===== config.mk =====
export PLATFORM = sky130hd
export DESIGN_NAME = uart_rx_fifo_flat
export DESIGN_NICKNAME = d
export VERILOG_FILES = /design/src/rtl/uart_rx_fifo_if.sv /design/src/rtl/uart_rx_fifo.sv /design/src/flat_wrapper.sv
export SDC_FILE = /design/constraint.sdc
export NUM_CORES = 1
export LEC_CHECK = 0
export ABC_AREA = 1
export CORE_MARGIN = 8
export CORE_UTILIZATION = 55
export DETAILED_ROUTE_END_ITERATION = 16
export PLACE_DENSITY_LB_ADDON = 0.08
export SYNTH_ARGS = -nofsm -noshare
export SYNTH_HDL_FRONTEND = slang
export SYNTH_SLANG_ARGS = --single-unit

===== constraint.sdc =====
create_clock -name sysclk -period 6 [get_ports sysclk]
set_input_delay 0.9 -clock sysclk [delete_from_list [all_inputs] [get_ports sysclk]]
set_output_delay 0.9 -clock sysclk [all_outputs]
set_load 0.005 [all_outputs]

===== src/rtl/uart_rx_fifo_if.sv =====
// Byte-stream side of the UART receiver: FIFO head with valid/ready plus
// the per-frame error pulses.
interface uart_rx_fifo_if #(parameter int N = 8);
    logic [N-1:0] data_o;
    logic         valid_o;
    logic         ready_i;
    logic         frame_err_o;
    logic         parity_err_o;
    logic         overrun_o;

    modport master (
        output data_o, valid_o, frame_err_o, parity_err_o, overrun_o,
        input  ready_i
    );

    modport slave (
        input  data_o, valid_o, frame_err_o, parity_err_o, overrun_o,
        output ready_i
    );
endinterface


===== src/rtl/uart_rx_fifo.sv =====
// UART receiver: 2-flop synchronizer, 3-sample majority per bit, optional
// even parity, frame/parity/overrun pulses and a small output FIFO.
module uart_rx_fifo #(
    parameter int N       = 8,
    parameter int PSCALER = 4,
    parameter int DIV     = 10,
    parameter int DEPTH   = 4
) (
    input  logic sysclk,
    input  logic reset_n,
    input  logic parity_i,
    input  logic rx_i,
    uart_rx_fifo_if.master out_if
);
    localparam int PW = (PSCALER > 1) ? $clog2(PSCALER) : 1;
    localparam int TW = $clog2(DIV);
    localparam int BW = (N > 1) ? $clog2(N) : 1;
    localparam int AW = $clog2(DEPTH);
    localparam int CW = AW + 1;
    localparam logic [PW-1:0] PRE_LAST = PW'(PSCALER - 1);
    localparam logic [TW-1:0] T_S0     = TW'(DIV / 2 - 1);
    localparam logic [TW-1:0] T_S1     = TW'(DIV / 2);
    localparam logic [TW-1:0] T_DEC    = TW'(DIV / 2 + 1);
    localparam logic [TW-1:0] T_LAST   = TW'(DIV - 1);
    localparam logic [BW-1:0] BIT_LAST = BW'(N - 1);

    typedef enum logic [2:0] {IDLE, START, DATA, PARITY, STOP} state_t;

    // synchronizer / edge detect
    logic       rx_s1_q, rx_s1_d, rx_s_q, rx_s_d, rx_hi_q, rx_hi_d;
    logic [1:0] sync_vld_q, sync_vld_d;
    logic       start_edge;

    // receive path
    state_t          state_q, state_d;
    logic [PW-1:0]   pre_q, pre_d;
    logic [TW-1:0]   tcnt_q, tcnt_d;
    logic [BW-1:0]   bit_q, bit_d;
    logic            s0_q, s0_d, s1_q, s1_d;
    logic [N-1:0]    shift_q, shift_d;
    logic            par_en_q, par_en_d, par_err_q, par_err_d;
    logic            frame_err_q, frame_err_d, parity_err_q, parity_err_d;
    logic            push_q, push_d;
    logic            tick, decide, bit_end, maj;

    // FIFO
    logic [N-1:0]  mem_q [DEPTH];
    logic [AW-1:0] wr_ptr_q, wr_ptr_d, rd_ptr_q, rd_ptr_d;
    logic [CW-1:0] count_q, count_d;
    logic [N-1:0]  data_q, data_d;
    logic          full, valid, pop, do_push, overrun;

    // rx_hi only goes high once a real (post-reset) high level has been
    // seen, so a line held low across reset release never looks like a start.
    always_comb begin
        rx_s1_d    = rx_i;
        rx_s_d     = rx_s1_q;
        sync_vld_d = {sync_vld_q[0], 1'b1};
        rx_hi_d    = rx_s_q & sync_vld_q[1];
        start_edge = rx_hi_q & ~rx_s_q;
    end

    // synchronizer registers
    always_ff @(posedge sysclk or negedge reset_n) begin
        if (!reset_n) begin
            rx_s1_q    <= 1'b1;
            rx_s_q     <= 1'b1;
            sync_vld_q <= '0;
            rx_hi_q    <= 1'b0;
        end else begin
            rx_s1_q    <= rx_s1_d;
            rx_s_q     <= rx_s_d;
            sync_vld_q <= sync_vld_d;
            rx_hi_q    <= rx_hi_d;
        end
    end

    // bit timing, majority sampling and frame state machine
    always_comb begin
        tick    = (pre_q == PRE_LAST);
        decide  = tick && (tcnt_q == T_DEC);
        bit_end = tick && (tcnt_q == T_LAST);
        maj     = (s0_q & s1_q) | (s0_q & rx_s_q) | (s1_q & rx_s_q);

        state_d      = state_q;
        pre_d        = tick ? '0 : pre_q + PW'(1);
        tcnt_d       = bit_end ? '0 : (tick ? tcnt_q + TW'(1) : tcnt_q);
        bit_d        = bit_q;
        s0_d         = s0_q;
        s1_d         = s1_q;
        shift_d      = shift_q;
        par_en_d     = par_en_q;
        par_err_d    = par_err_q;
        frame_err_d  = 1'b0;
        parity_err_d = 1'b0;
        push_d       = 1'b0;

        if (tick && tcnt_q == T_S0) s0_d = rx_s_q;
        if (tick && tcnt_q == T_S1) s1_d = rx_s_q;

        case (state_q)
            IDLE: begin
                pre_d  = '0;
                tcnt_d = '0;
                bit_d  = '0;
                if (start_edge) begin
                    state_d   = START;
                    par_en_d  = parity_i;
                    par_err_d = 1'b0;
                end
            end
            START: begin
                if (decide && maj) state_d = IDLE;
                else if (bit_end)  state_d = DATA;
            end
            DATA: begin
                if (decide) shift_d[bit_q] = maj;
                if (bit_end) begin
                    if (bit_q == BIT_LAST) state_d = par_en_q ? PARITY : STOP;
                    else                   bit_d   = bit_q + BW'(1);
                end
            end
            PARITY: begin
                if (decide)  par_err_d = maj ^ (^shift_q);
                if (bit_end) state_d   = STOP;
            end
            STOP: begin
                if (decide) begin
                    state_d = IDLE;
                    if (!maj)          frame_err_d  = 1'b1;
                    else if (par_err_q) parity_err_d = 1'b1;
                    else               push_d       = 1'b1;
                end
            end
            default: state_d = IDLE;
        endcase
    end

    // receive path registers
    always_ff @(posedge sysclk or negedge reset_n) begin
        if (!reset_n) begin
            state_q      <= IDLE;
            pre_q        <= '0;
            tcnt_q       <= '0;
            bit_q        <= '0;
            s0_q         <= 1'b0;
            s1_q         <= 1'b0;
            shift_q      <= '0;
            par_en_q     <= 1'b0;
            par_err_q    <= 1'b0;
            frame_err_q  <= 1'b0;
            parity_err_q <= 1'b0;
            push_q       <= 1'b0;
        end else begin
            state_q      <= state_d;
            pre_q        <= pre_d;
            tcnt_q       <= tcnt_d;
            bit_q        <= bit_d;
            s0_q         <= s0_d;
            s1_q         <= s1_d;
            shift_q      <= shift_d;
            par_en_q     <= par_en_d;
            par_err_q    <= par_err_d;
            frame_err_q  <= frame_err_d;
            parity_err_q <= parity_err_d;
            push_q       <= push_d;
        end
    end

    // FIFO control; overrun is resolved at push time so that a pop in the
    // same cycle still makes room. The head register bypasses the write
    // when the pushed entry becomes the head.
    always_comb begin
        full     = (count_q == CW'(DEPTH));
        valid    = (count_q != '0);
        pop      = valid & out_if.ready_i;
        do_push  = push_q & (~full | pop);
        overrun  = push_q & full & ~pop;
        wr_ptr_d = wr_ptr_q + AW'(do_push);
        rd_ptr_d = rd_ptr_q + AW'(pop);
        count_d  = count_q + CW'(do_push) - CW'(pop);
        data_d   = data_q;
        if (count_d != '0)
            data_d = (do_push && wr_ptr_q == rd_ptr_d) ? shift_q : mem_q[rd_ptr_d];
    end

    // FIFO pointers and head register
    always_ff @(posedge sysclk or negedge reset_n) begin
        if (!reset_n) begin
            wr_ptr_q <= '0;
            rd_ptr_q <= '0;
            count_q  <= '0;
            data_q   <= '0;
        end else begin
            wr_ptr_q <= wr_ptr_d;
            rd_ptr_q <= rd_ptr_d;
            count_q  <= count_d;
            data_q   <= data_d;
        end
    end

    // FIFO storage, intentionally not reset
    always_ff @(posedge sysclk) begin
        if (do_push) mem_q[wr_ptr_q] <= shift_q;
    end

    assign out_if.data_o       = data_q;
    assign out_if.valid_o      = valid;
    assign out_if.frame_err_o  = frame_err_q;
    assign out_if.parity_err_o = parity_err_q;
    assign out_if.overrun_o    = overrun;
endmodule


===== src/flat_wrapper.sv =====
// flat-port wrapper written by rule: the top's interface ports become plain ports
module uart_rx_fifo_flat 
#(
    parameter int N       = 8,
    parameter int PSCALER = 4,
    parameter int DIV     = 10,
    parameter int DEPTH   = 4
)
  (sysclk, reset_n, parity_i, rx_i, out_if_data_o, out_if_valid_o, out_if_frame_err_o, out_if_parity_err_o, out_if_overrun_o, out_if_ready_i);
  uart_rx_fifo_if #(.N(N)) out_if_i ();
  input  logic sysclk;
  input  logic reset_n;
  input  logic parity_i;
  input  logic rx_i;
  output wire logic [$bits(out_if_i.data_o)-1:0] out_if_data_o;
  output wire logic [$bits(out_if_i.valid_o)-1:0] out_if_valid_o;
  output wire logic [$bits(out_if_i.frame_err_o)-1:0] out_if_frame_err_o;
  output wire logic [$bits(out_if_i.parity_err_o)-1:0] out_if_parity_err_o;
  output wire logic [$bits(out_if_i.overrun_o)-1:0] out_if_overrun_o;
  input wire logic [$bits(out_if_i.ready_i)-1:0] out_if_ready_i;
  assign out_if_data_o = out_if_i.data_o;
  assign out_if_valid_o = out_if_i.valid_o;
  assign out_if_frame_err_o = out_if_i.frame_err_o;
  assign out_if_parity_err_o = out_if_i.parity_err_o;
  assign out_if_overrun_o = out_if_i.overrun_o;
  assign out_if_i.ready_i = out_if_ready_i;
  uart_rx_fifo #(.N(N), .PSCALER(PSCALER), .DIV(DIV), .DEPTH(DEPTH)) u_core (.sysclk(sysclk), .reset_n(reset_n), .parity_i(parity_i), .rx_i(rx_i), .out_if(out_if_i));
endmodule

* Word-level counts from Yosys, hierarchy flattened
Memory sizes are Yosys's and may differ from the RTL's. A register that Yosys moved wholly into a read port is not among the register bits.
Index checks and enable logic that the tools add are counted.
** Word-level totals
- Input bits :: 5
- Word-level logic and storage cells :: 119
- RAM bits :: 32
- Register bits :: 39
- Memory bits (read-only) :: 0
- Bits in latches :: 0
- Memories :: 1
** Memory list
- u_core.mem_q :: depth 4, width 8, rd ports 1, clocked after memory_dff 1, write ports 1, RTL line uart_rx_fifo.sv:47 : logic [N-1:0] mem_q [DEPTH];
** Operators by class
- Reductions and logical operators :: 19
- $mul :: 0
- $add $sub $neg :: 7
- Divide/modulo/power cells :: 0
- Bitwise gates (word level) :: 16
- Multiplexer cells :: 36
- Order comparisons :: 2
- Shift-type cells :: 0
- Equal/unequal tests :: 19
** Operators by type and width (count)
- $mux W3 :: 10
- $mux W1 :: 16
- $pmux W3 S5 :: 1
- $eq A4 B3 Y1 const B :: 3
- $mux W4 :: 3
- $ne A2 B1 Y1 const B :: 6
- $and A1 B1 Y1 :: 9
- $eq A3 B3 Y1 const B :: 3
- $reduce_bool A3 Y1 :: 3
- $bwmux W8 :: 1
- $reduce_xor A8 Y1 :: 1
- $eq A3 B2 Y1 const B :: 2
- $logic_and A1 B1 Y1 :: 6
- $pmux W3 S2 :: 1
- $reduce_and A3 Y1 :: 2
- $reduce_and A6 Y1 :: 1
- $add A2 B1 Y2 :: 2
- $add A4 B1 Y4 const B :: 1
- $eq A4 B4 Y1 const B :: 1
- $lt A3 B4 Y1 const B :: 1
- $mux W2 :: 2
- $reduce_and A2 Y1 :: 2
- $reduce_bool A2 Y1 :: 2
- $add A3 B1 Y3 :: 1
- 15 further kinds :: 19

* Depth between registers and ports, before layout
Gate-level depths: netlist of run 1.
- Word-level depth :: 7
- Gate-level depth with buffers :: 12
- Depth with buffers taken out :: 12

* Worst setup path after synthesis of run 1
OpenSTA, ideal clock, no wires.
- Path type :: input-to-reg
- Start point :: input port out_if_ready_i
- End point :: register u_core.data_q[0] (netlist: u_core.out_if.data_o[0]) (read register of u_core.mem_q)
- Cell stages on the path :: 11
- Data arrival time :: 2500 ps
- Setup slack :: 3435 ps
- Setup time :: 65 ps
- Cells stage by stage :: inv_1 a31oi_1 ha_1 inv_1 ha_1 fa_1 nor2_1 nand3_2 inv_2 nand2_1 nand2_1
** Between the ends
- Cells in the longest elaborated chain, start to end :: 6
** RTL lines
- start, declared :: RTL line flat_wrapper.sv:20 : input wire logic [$bits(out_if_i.ready_i)-1:0] out_if_ready_i;
- $and A1 B1 Y1 * :: RTL line uart_rx_fifo.sv:176 : pop = valid & out_if.ready_i;
- $or A1 B1 Y1 :: RTL line uart_rx_fifo.sv:177 : do_push = push_q & (~full | pop);
- $and A1 B1 Y1 :: RTL line uart_rx_fifo.sv:177
- $add A3 B1 Y3 :: RTL line uart_rx_fifo.sv:181 : count_d = count_q + CW'(do_push) - CW'(pop);
- $sub A3 B1 Y3 * :: RTL line uart_rx_fifo.sv:181
- net u_core.count_d[1] :: RTL line uart_rx_fifo.sv:49 : logic [CW-1:0] count_q, count_d;
- $reduce_bool A3 Y1 * :: RTL line uart_rx_fifo.sv:183 : if (count_d != '0)
- end, declared :: RTL line uart_rx_fifo.sv:50 : logic [N-1:0] data_q, data_d;
Mark *: on every way through the listed nets, which the timed path passes. The rest lies on a longest branch.
A chain may end at the register's enable or synchronous reset.

* Final worst setup path of run 1
- Start point :: input port out_if_ready_i
- End point :: output port out_if_overrun_o
** Between the ends
- Cells in the longest elaborated chain, start to end :: 3
** RTL lines
- $and A1 B1 Y1 :: RTL line uart_rx_fifo.sv:176
- $not A1 Y1 :: RTL line uart_rx_fifo.sv:178 : overrun = push_q & full & ~pop;
- $and A1 B1 Y1 :: RTL line uart_rx_fifo.sv:178
- end, declared :: RTL line flat_wrapper.sv:19 : output wire logic [$bits(out_if_i.overrun_o)-1:0] out_if_overrun_o;
Every way passes these cells.

==> run metrics, run 1 <==
total track usage=between 10% and 20%; Slew Viols, Final=0; crit start category=primary input; WP data required=5.10 ns; hold slack=0.357 ns; Syn Area/Cell=8.96 µm²; Final TNS setup=0 ns; antenna viol nets, final=0; critical path arrival=2.11 ns; Compound-Gate Fraction of Synth Area=6.78%; mux cell area share after synthesis=0%; DRT iter0 DRCs=104; gpl congestion=0.810; number of synthesized flops with an enable pin=32; worst rel slew slack=a little under a fifth; Synth Cell Area=between 3000 and 4000 µm²; fraction of layout cells with a size suffix above 1=8.63%; largest net degree at the start of global routing=between 40 and 50; Worst Clk Skew=~0.012 ns; Reg clk slew, reported paths=0.08 ns; Hold Crit Start=u_core.sync_vld_q[0]; Crit Path Max Fanout=2; synth warn=0; maximum VDD drop=0.000195 V; P_leak=2.02 nW; first drt pass iteration count=6; PwrDens=~420 nW/µm²; initial antenna violation count=0; FILL cells=576; Worst setup EP type=output pin; clk_lat worst skew=0.36 ns; Fin. Hold Viols=0; initial core utilization=about 56%; maximum clock path buffer count=2; Slew @ Worst Pin=1.21 ns; Finish-stage setup viols=0; synth top area cells=dfrtp_1, edfxtp_1, nand2_1, inv_1, o21ai_0; synth unique cells=30; number of cells on the worst hold path=0; Post-synth ARST share=59.5%; worst setup path class=primary input to output pin; most instantiated cells after synthesis=nand2_1, inv_1, dfrtp_1, o21ai_0, nand3_1; total power=1.78 mW; maximum clock frequency=0.332 GHz; Post-CTS Resized=0; outcome=finished, final reports clean; diode count=0; Top FF cell, synth=dfrtp_1; worst r2r path cells=9; WL/cell=13.7 µm; port buffer count=16; I/O pins=17; layout net count=464; Synth-to-Final Area Change=12.5%; Hold Path End=u_core.sync_vld_q[1]; post-synthesis simple-gate area fraction=a little under a quarter; largest family of logic cells by synthesized area=simple AND/OR/NAND/NOR gates; Post-DP HPWL=5190 µm; number of H-tree levels=3; syn_nets=439; reg2reg end=u_core.out_if.data_o[4]; flop2flop setup slack=3.58 ns; largest area contributor in the netlist=dfrtp_1; Max Cap Viol=0; Post-Synthesis Cells=about 420; final WL=7280 µm; fin crit period=~3 ns; setup bufs post-CTS=0; Synth Area in Adders=4.17%; DR vias=2756; Rows=30; clk sink count=79; Vias per Instance=5.18; remaining routing DRC violations=0; Tcrit/Tclk final=50.1%; clock root buffer=clkbuf_8; grt total ovfl=0; die area=9790 µm²; die width=98.9 µm; RSZ-0062 raised after global routing=no; die height=98.9 µm; core area=6720 µm²; count leader, synth=nand2_1; CTS tree=yes; hold_buf cts=0; vias in the first global route=2688; post-synthesis sequential area ratio=56.6%; Hold WC Path Type=flip-flop to flip-flop; r2r startpoint=u_core.count_q[1]; CTS Buf Count=9; Yosys top cell area share=29.8%; first-pass GRT wire length=about 12000 µm; flops & latches, synth=79; Synth Area in XOR/XNOR=1.62%
[cell type report]
cell class	count	area (µm²)	area share, %
Inverter	65	244	5.73
Clock buffer	9	124	2.91
Tap cell	80	100	2.35
Multi-Input combinational cell	273	1380	32.3
Sequential cell	79	2140	50.3
Clock inverter	7	96.3	2.26
Timing Repair Buffer	19	178	4.17
[per-stage QoR]
| step | setup WS, ns | utilization (%) | cells | cell area, µm² |
|---|---|---|---|---|
| after floorplan | 3.44 | - | 422 | 3780 |
| after global placement | 2.75 | 60.1 | 516 | 4040 |
| after detailed placement | 2.70 | 60.1 | 516 | 4040 |
| after CTS | 2.99 | 63.4 | 532 | 4260 |
| after global routing | 2.81 | 63.4 | 532 | 4260 |
| final | 2.99 | 63.4 | 532 | 4260 |
[how the worst max path moves through the flow]
stage	from	to	depth (start not counted)
after global placement	out_if_ready_i	u_core.out_if.data_o[2]	12
after detailed placement	out_if_ready_i	u_core.out_if.data_o[0]	10
after CTS	out_if_ready_i	out_if_overrun_o	5
final	out_if_ready_i	out_if_overrun_o	5
after floorplan	out_if_ready_i	u_core.out_if.data_o[0]	11
after global routing	out_if_ready_i	u_core.out_if.data_o[0]	9
[where the power goes]
part	internal [mW]	leakage [nW]	switching (mW)
registers	0.637	0.928	0.0562
clock network	0.235	0.103	0.207
logic	0.237	0.985	0.412
[worst max-delay path, stage by stage]
cell	delay [ns]
clkdlybuf4s50_1	0.39
inv_1	0.07
nand4_1	0.14
nor2_1	0.11
clkdlybuf4s50_1	0.50
[kinds of logic (layout without fill, tap and decap cells)]
logic type,after synthesis,in the layout
xor gates and xnor gates,7,7
buffers and inverters,70,100
DFF,79,79
and+or+nand+nor,205,205
adders and majority gates,12,12
other,1,1
AOI/OAI and AO/OA,48,48
[cell usage in the layout (no fill, tap or decap), types with 6 or more instances in the layout]
master	count
ha_1	11
nand3_1	34
clkdlybuf4s50_1	15
edfxtp_1	32
inv_2	6
o21ai_0	35
inv_1	59
nand2_1	121
nor3_1	10
clkbuf_8	9
dfrtp_1	45
nor2_1	26
[sequential cells by signal (all words and copies together) (netlist names), 2 cells and up]
name and cells:
u_core.tcnt_q 4, u_core.count_q 3, u_core.state_q 3, u_core.rd_ptr_q 2
u_core.shift_q 8, u_core.mem_q 32, u_core.bit_q 3, u_core.out_if.data_o 8
u_core.pre_q 2, u_core.sync_vld_q 2, u_core.wr_ptr_q 2
[layer usage]
metal / track usage (%) / routed length [µm]
met4: 6.61 / 144
met3: 3.59 / 186
met2: 27.4 / 3620
met1: 19.1 / 3330
met5: 0 / 0
No activity file was read; power rests on OpenSTA's default activity.
==> run 2, diff against run 1 <==
CORE_UTILIZATION = 54   (was 55)
clock period = 2.7 ns   (was 6 ns; I/O delays follow)
==> run 2 against run 1 <==
  * Routed wire length shrank 1.4%
  * Highest routed layer unchanged
  * Critical path depth grew 7
  * Non-clock buffer count grew 4
  * Sequential share of layout area is essentially flat
  * Sequential cell count is the same
  * Largest cell class unchanged
  * Core utilization shrank 0.68 points
  * Clock skew shrank 0.00080 ns
==> run metrics, run 2 (synthesis results as in run 1) <==
Finish-stage setup viols=0; final WL=7180 µm; Worst Clk Skew=0.0107 ns; antenna viol nets, final=0; gpl congestion=0.797; worst setup path class=primary input to flip-flop; Hold WC Path Type=primary input to async pin; WL/cell=13.0 µm; Vias per Instance=4.92; total track usage=between 10% and 20%; largest net degree at the start of global routing=48; clk sink count=79; Design Area, Final=4260 µm²; most common cell after layout, fill and taps aside=nand2_1; hold slack=0.247 ns; diode count=0; CTS Buf Count=9; die area=9940 µm²; max reg flops=32; Worst path max stage delay=0.45 ns; initial core utilization=55.7%; I/O pins=17; P_leak=2.02 nW; total power=3.81 mW; Reg clk slew, reported paths=approximately 0.08 ns; critical path arrival=2.68 ns; Rows=30; Max Cap Viol=0; RSZ-0062 raised after global routing=no; DRT iter0 DRCs=121; Crit Path Max Fanout=9; Layout Cells excl Fill=between 500 and 600; first-pass GRT wire length=12400 µm; maximum clock path buffer count=2; Post-DP HPWL=roughly 5300 µm; PwrDens=894 nW/µm²; maximum clock frequency=between 0.4 and 0.5 GHz; outcome=finished, final reports clean; maximum VDD drop=0.000548 V; crit start category=primary input; grt total ovfl=0; Post-CTS Resized=0; hold_buf cts=0; crit path max-delay cell type=clkdlybuf4s50_1; Tcrit/Tclk final=89.2%; remaining routing DRC violations=0; Inst Count DP=536; setup bufs post-CTS=0; WP data required=a little under 3 ns; CP delay by family, top=adder cells; die width=99.7 µm; fin crit period=~2.4 ns; initial antenna violation count=0; clk_lat worst skew=0.33 ns; CP bufs+invs=4; placed cell areas=4100 µm²; Slew Viols, Final=0; commonest non-fill, non-tap cells in the layout=nand2_1, inv_1, dfrtp_1; first drt pass iteration count=4; die height=99.7 µm; Synth-to-Final Area Change=12.6%; vias in the first global route=2693; Fin. Hold Viols=0; core area=6790 µm²; layout net count=468; DR vias=2717; Slew @ Worst Pin=1.01 ns; fraction of layout cells with a size suffix above 1=8.77%; number of H-tree levels=3; worst rel slew slack=32.7%; CTS tree=yes; Top reg by flops=u_core.mem_q; CP Cell Sequence=clkdlybuf4s50_1 > inv_1 > a31oi_1 > ha_1 > inv_1 > ha_1 > fa_1 > nor2_1 > nand3_2 > inv_2 > nand2_1 > nand2_1; Worst setup EP type=flip-flop; clock root buffer=clkbuf_8; port buffer count=16
==> run 2: through the flow <==
stage	TNS (ns)	utilization [%]	setup WS [ns]
2_1_floorplan	0	-	0.601
3_3_place_gp	0	60.3	0.0480
3_5_place_dp	-0.253	60.3	-0.0566
4_1_cts	0	62.7	0.313
5_1_grt	0	62.7	0.137
6_report	0	62.7	0.292
==> run 2: per-layer routing <==
layer,global-route usage [%],up-vias,part of all wire [%]
met5,0,-,0
met4,6.29,0,1.7
met3,2.93,10,2.9
met2,27.6,37,52
met1,17.8,1263,43
li1,-,1407,-
==> run 2: cell type report <==
type	instances	area, µm²
multi-input cells	273	1380
clock inverters	4	23.8
repair buffers	23	220
fillers	598	2540
well taps	96	120
inverters	65	244
clock buffers	12	135
flip-flops and latches	79	2140
==> run 2: worst register-to-register path, delay by kind of cell, from the launching register on <==
kind	cells	cell delay [ns]
AOI/OAI and AO/OA	1	0.11
adders and majority gates	3	0.93
buffers and inverters	3	0.33
DFF	1	0.41
and+or+nand+nor	4	0.50
==> run 2: final timing paths <==
kind / start / endpoint / slack [ns] / depth (start not counted)
setup reg to reg: u_core.count_q[1] / u_core.out_if.data_o[5] / 0.37 / 11
setup / recovery: out_if_ready_i / u_core.out_if.data_o[5] / 0.29 / 12
min in group sysclk: u_core.rx_s1_q / u_core.rx_s_q / 0.36 / 0
hold reg to reg: u_core.rx_s1_q / u_core.rx_s_q / 0.36 / 0
max in group asynchronous: reset_n / u_core.s1_q / 1.83 / 1
hold / removal: reset_n / u_core.tcnt_q[0] / 0.25 / 1
==> run 2: where the power goes <==
part	internal [mW]	leakage, nW	switching [mW]	total (mW)
Clock	0.331	0.0740	0.401	0.732
Combinational	0.582	1.00	0.951	1.53
Sequential	1.42	0.941	0.128	1.54
Total	2.33	2.02	1.48	3.81
